**src/rtl/latch_gate_seq_if.sv**
```systemverilog
// Command and latch-pin bundle for latch_gate_seq; master issues commands, slave sequences the pins.
// Data width follows the latch bank; every slave output is registered.
interface latch_gate_seq_if #(
   parameter int WIDTH = 8
);
   logic             req;
   logic [1:0]       cmd;
   logic [WIDTH-1:0] d;
   logic             ack;
   logic [WIDTH-1:0] li;
   logic             lge;
   logic             lset;
   logic             lrst;
   logic             done;
   logic             err;

   modport master (
      output req, cmd, d,
      input  ack, li, lge, lset, lrst, done, err
   );

   modport slave (
      input  req, cmd, d,
      output ack, li, lge, lset, lrst, done, err
   );
endinterface

```
**src/rtl/latch_gate_seq.sv**
```systemverilog
// Sequences I/GE/SET/RST of a gated latch bank; write takes GATE_CYCLES+2, clear/preset PULSE_CYCLES+1.
// Backpressure: ack is high only in IDLE; requests seen while ack=0 are dropped, never queued.
module latch_gate_seq #(
   parameter int WIDTH        = 8,
   parameter int GATE_CYCLES  = 2,
   parameter int PULSE_CYCLES = 1
) (
   input  logic             clk,
   input  logic             rst_n,
   latch_gate_seq_if.slave  bus
);
   localparam int MAX_CYC = (GATE_CYCLES > PULSE_CYCLES) ? GATE_CYCLES : PULSE_CYCLES;
   localparam int CW      = $clog2(MAX_CYC + 1);
   localparam logic [CW-1:0] GATE_LD  = CW'(GATE_CYCLES);
   localparam logic [CW-1:0] PULSE_LD = CW'(PULSE_CYCLES);
   localparam logic [CW-1:0] CNT_LAST = CW'(1);

   typedef enum logic [2:0] {
      INIT, IDLE, SETUP, GATE, HOLD, PULSE, RECOVER
   } state_t;

   state_t           state;
   logic [CW-1:0]    cnt;
   logic             ack_q;
   logic [WIDTH-1:0] li_q;
   logic             lge_q;
   logic             lset_q;
   logic             lrst_q;
   logic             done_q;
   logic             err_q;

   // Latch bank is held cleared (lrst=1) for the whole reset.
   always_ff @(posedge clk or negedge rst_n) begin
      if (!rst_n) begin
         state  <= INIT;
         cnt    <= '0;
         ack_q  <= 1'b0;
         li_q   <= '0;
         lge_q  <= 1'b0;
         lset_q <= 1'b0;
         lrst_q <= 1'b1;
         done_q <= 1'b0;
         err_q  <= 1'b0;
      end else begin
         done_q <= 1'b0;
         err_q  <= 1'b0;
         case (state)
            INIT: begin
               lrst_q <= 1'b0;
               ack_q  <= 1'b1;
               state  <= IDLE;
            end
            IDLE: begin
               if (bus.req && ack_q) begin
                  case (bus.cmd)
                     2'b00: begin
                        li_q  <= bus.d;
                        ack_q <= 1'b0;
                        state <= SETUP;
                     end
                     2'b01: begin
                        lrst_q <= 1'b1;
                        cnt    <= PULSE_LD;
                        ack_q  <= 1'b0;
                        state  <= PULSE;
                     end
                     2'b10: begin
                        lset_q <= 1'b1;
                        cnt    <= PULSE_LD;
                        ack_q  <= 1'b0;
                        state  <= PULSE;
                     end
                     default: err_q <= 1'b1;
                  endcase
               end
            end
            SETUP: begin
               lge_q <= 1'b1;
               cnt   <= GATE_LD;
               state <= GATE;
            end
            GATE: begin
               if (cnt == CNT_LAST) begin
                  lge_q  <= 1'b0;
                  done_q <= 1'b1;
                  state  <= HOLD;
               end else begin
                  cnt <= cnt - CNT_LAST;
               end
            end
            HOLD: begin
               ack_q <= 1'b1;
               state <= IDLE;
            end
            PULSE: begin
               if (cnt == CNT_LAST) begin
                  lset_q <= 1'b0;
                  lrst_q <= 1'b0;
                  done_q <= 1'b1;
                  state  <= RECOVER;
               end else begin
                  cnt <= cnt - CNT_LAST;
               end
            end
            RECOVER: begin
               ack_q <= 1'b1;
               state <= IDLE;
            end
            default: begin
               lge_q  <= 1'b0;
               lset_q <= 1'b0;
               lrst_q <= 1'b0;
               ack_q  <= 1'b1;
               state  <= IDLE;
            end
         endcase
      end
   end

   assign bus.ack  = ack_q;
   assign bus.li   = li_q;
   assign bus.lge  = lge_q;
   assign bus.lset = lset_q;
   assign bus.lrst = lrst_q;
   assign bus.done = done_q;
   assign bus.err  = err_q;
endmodule

```
**src/flat_wrapper.sv**
```systemverilog
// flat-port wrapper written by rule: the top's interface ports become plain ports
module latch_gate_seq_flat 
#(
   parameter int WIDTH        = 8,
   parameter int GATE_CYCLES  = 2,
   parameter int PULSE_CYCLES = 1
)
  (clk, rst_n, bus_req, bus_cmd, bus_d, bus_ack, bus_li, bus_lge, bus_lset, bus_lrst, bus_done, bus_err);
  latch_gate_seq_if #(.WIDTH(WIDTH)) bus_i ();
  input  logic clk;
  input  logic rst_n;
  input wire logic [$bits(bus_i.req)-1:0] bus_req;
  input wire logic [$bits(bus_i.cmd)-1:0] bus_cmd;
  input wire logic [$bits(bus_i.d)-1:0] bus_d;
  output wire logic [$bits(bus_i.ack)-1:0] bus_ack;
  output wire logic [$bits(bus_i.li)-1:0] bus_li;
  output wire logic [$bits(bus_i.lge)-1:0] bus_lge;
  output wire logic [$bits(bus_i.lset)-1:0] bus_lset;
  output wire logic [$bits(bus_i.lrst)-1:0] bus_lrst;
  output wire logic [$bits(bus_i.done)-1:0] bus_done;
  output wire logic [$bits(bus_i.err)-1:0] bus_err;
  assign bus_i.req = bus_req;
  assign bus_i.cmd = bus_cmd;
  assign bus_i.d = bus_d;
  assign bus_ack = bus_i.ack;
  assign bus_li = bus_i.li;
  assign bus_lge = bus_i.lge;
  assign bus_lset = bus_i.lset;
  assign bus_lrst = bus_i.lrst;
  assign bus_done = bus_i.done;
  assign bus_err = bus_i.err;
  latch_gate_seq #(.WIDTH(WIDTH), .GATE_CYCLES(GATE_CYCLES), .PULSE_CYCLES(PULSE_CYCLES)) u_core (.clk(clk), .rst_n(rst_n), .bus(bus_i));
endmodule
```
**config.mk**
```make
export PLATFORM = sky130hd
export DESIGN_NAME = latch_gate_seq_flat
export DESIGN_NICKNAME = d
export VERILOG_FILES = /design/src/rtl/latch_gate_seq_if.sv /design/src/rtl/latch_gate_seq.sv /design/src/flat_wrapper.sv
export SDC_FILE = /design/constraint.sdc
export NUM_CORES = 1
export LEC_CHECK = 0
export CORE_MARGIN = 2
export CORE_UTILIZATION = 45
export DETAILED_ROUTE_END_ITERATION = 8
export GPL_TIMING_DRIVEN = 0
export PLACE_DENSITY = 0.75
export SLEW_MARGIN = 20
export SYNTH_ARGS = -nofsm -noshare
export SYNTH_HDL_FRONTEND = slang
export SYNTH_SLANG_ARGS = --single-unit
```
**constraint.sdc**
```tcl
create_clock -name clk -period 4.41 [get_ports clk]
set_clock_uncertainty 0.2 [all_clocks]
set_input_delay 0.882 -clock clk [delete_from_list [all_inputs] [get_ports clk]]
set_output_delay 0.882 -clock clk [all_outputs]
set_load 0.03 [all_outputs]
```
==> results.toml <==
[setup_path]
cpPeakStageDelay_ps = 660
critPathMaxFanout = 2
r2r_cells = 4
crit_required_ps = 3330
cp_top_family = "buffers and inverters"
cp.arrival_ps = 1490
cp_slowest_cell = "clkdlybuf4s50_1"
cp_cell_sequence = "clkdlybuf4s50_1"
cp_num_buf_inv = 1
worstSetupPathDepth = 1
crit_path_end_kind = "output port"
crit_path_start_kind = "flip-flop"
path_class = "reg2out"

[timing]
fmax_mhz = 389
worst-slew-pin-transition_ps = 823
finalHoldViolCount = 0
finalSetupViolCount = 0
fin_crit_ps = 2570
rsz0062_at_grt = "no"
fin_setup_tns_ps = 0
slew_headroom_pct = 45.0
fin_crit_sh_pct = 58.2
slew_violations = 0

[logic_synthesis]
seq_area_frac_synth_pct = 43.3
syn-cell-area_sq_um = 1100
synth_nets = 120
synth_area_per_cell_sq_um = 10.8
ys_types = 41
ys.flop_type = "dfrtp_1"
synth_async_sr_flop_share_pct = 100
ys_warn_count = 0
ys_ff_latch = 19
syn_inst = 102
synth_edf_count = 0

[place]
dp.cells = 156
io_buffers = 26
gp_congestion = 0.815
dp_hpwl_um = 1730

[die]
start_util_pct = 48.8
boundaryPins = 27
dieWidth_um = 53.5
rows = 17
die_h_um = 53.5
coreArea_sq_um = 2250
dieArea_sq_um = 2860

[final_layout]
drive_above_1_share_pct = 17.4
nets = 151
diodes = 0
most-common-layout-cells = "clkdlybuf4s50_1 (26), dfrtp_1 (18), mux2_4 (8), o21ai_0 (8)"
layout_commonest_cell = "clkdlybuf4s50_1"
stdcell_count = 160
syn_to_final_growth_pct = 29.2

[clock_network]
cts_buffers = 3
cts_buffer_depth = 2
clock-root-buffer = "clkbuf_4"
tritoncts = "yes"
hold_buffers = 0
cts_setup_buffers = 0
cts_resized = 0
clock_latency_ps = 290
clkTransAtPathRegs_ps = 100
cts.htree.levels = 1
cts_num_sinks = 19

[detailed_routing]
vias = 885
drc = 0
avgViaCountPerCell = 5.53
wl_um = 2320
post_drt_wl_per_cell_um = 14.5
dr.pass1.iters = 4
drtIter0Drc = 21
final_antenna_net_count = 0

[global_route]
track_usage_pct = 18.8
grt_pass1_wl_um = 3910
antenna_found_initial = 0
overflow = 0
grt_max_degree = 20
grt_pass1_vias = 831

[min_path]
hold_depth = 2
hold_path_class = "reg2reg"

[power_and_ir_drop]
finalPower_uw = 1000
max-vdd-ir-drop_v = 0.000372
p_per_area_nw_per_um2 = 705
total_leakage_power_uw = 0.000623

[outcome]
status = "completed"

[flow_run]
cap_violations = 0
## synth_stat cells (all sizes together), types with 3 or more instances
cell,number,area [sq um]
inv,6,22.5
and3,3,25.0
ha,5,62.6
mux2,8,120
a21oi,3,15.0
buf,6,45.0
nand2b,3,18.8
nand2,6,22.5
dfrtp,18,450
nor2b,4,32.5
o21ai,8,40.0
nor2,6,22.5
## cells by family after synthesis
group / after synthesis / synth area share, %
simple gates: 34 / 19.3
compound gates: 22 / 13.5
flops: 19 / 43.3
buf+inv: 13 / 6.48
mux: 8 / 10.9
fa+ha+maj: 5 / 5.68
xor+xnor: 1 / 0.796
## area by class of cell
type	count	area [sq um]
clock buffers	4	26.3
repair buffers	26	260
multi-input cells	70	553
plain buffers	7	48.8
fillers	194	832
inverters	6	22.5
flip-flops and latches	19	477
well taps	28	35.0
## where the power goes
group          switching [uW]  total, uW  internal, uW
combinational             327        611           284
clock                    49.9       85.1          35.2
sequential               52.2        307           255
total                     429       1000           574
## layer usage
metal	routed length [um]	up-vias	GRT usage, %
met3	194	6	3.67
met4	33	0	7.69
met2	1060	43	30.2
met5	0	-	0
li1	-	423	-
met1	1030	413	24.6
## sequential cells by signal, summed over array words and instances, names as in the netlist
register and count:
u_core.bus.done 1, u_core.bus.lset 1, u_core.bus.li 8, u_core.cnt 2, u_core.state 3, u_core.bus.lge 1
u_core.bus.lrst 1, u_core.bus.err 1, u_core.bus.ack 1
## worst min-delay path: cells and delay by family (launching register included)
kind,cells,cell delay (ps)
AOI/OAI and AO/OA,2,120
DFF,1,380
## worst paths after layout
kind | start | endpoint | slack (ps)
min reg2reg | u_core.bus.lrst | u_core.bus.lrst | 300
max | u_core.bus.lrst | bus_lrst | 1840
min | u_core.bus.lrst | u_core.bus.lrst | 300
max reg2reg | u_core.cnt[0] | u_core.bus.lset | 2650
max in group asynchronous | rst_n | u_core.bus.done | 2650
min in group asynchronous | rst_n | u_core.bus.li[7] | 860
## per-stage QoR
step | instance area [sq um] | hold slack [ps] | util, % | setup slack, ps
2_1_floorplan | 1100 | 331 | - | 2270
3_3_place_gp | 1400 | 286 | 61.9 | 1670
3_5_place_dp | 1400 | 287 | 61.9 | 1610
4_1_cts | 1420 | 303 | 63.1 | 1820
5_1_grt | 1420 | 327 | 63.1 | 1760
6_report | 1420 | 299 | 63.1 | 1840
Power figures use the tool's default switching activity.
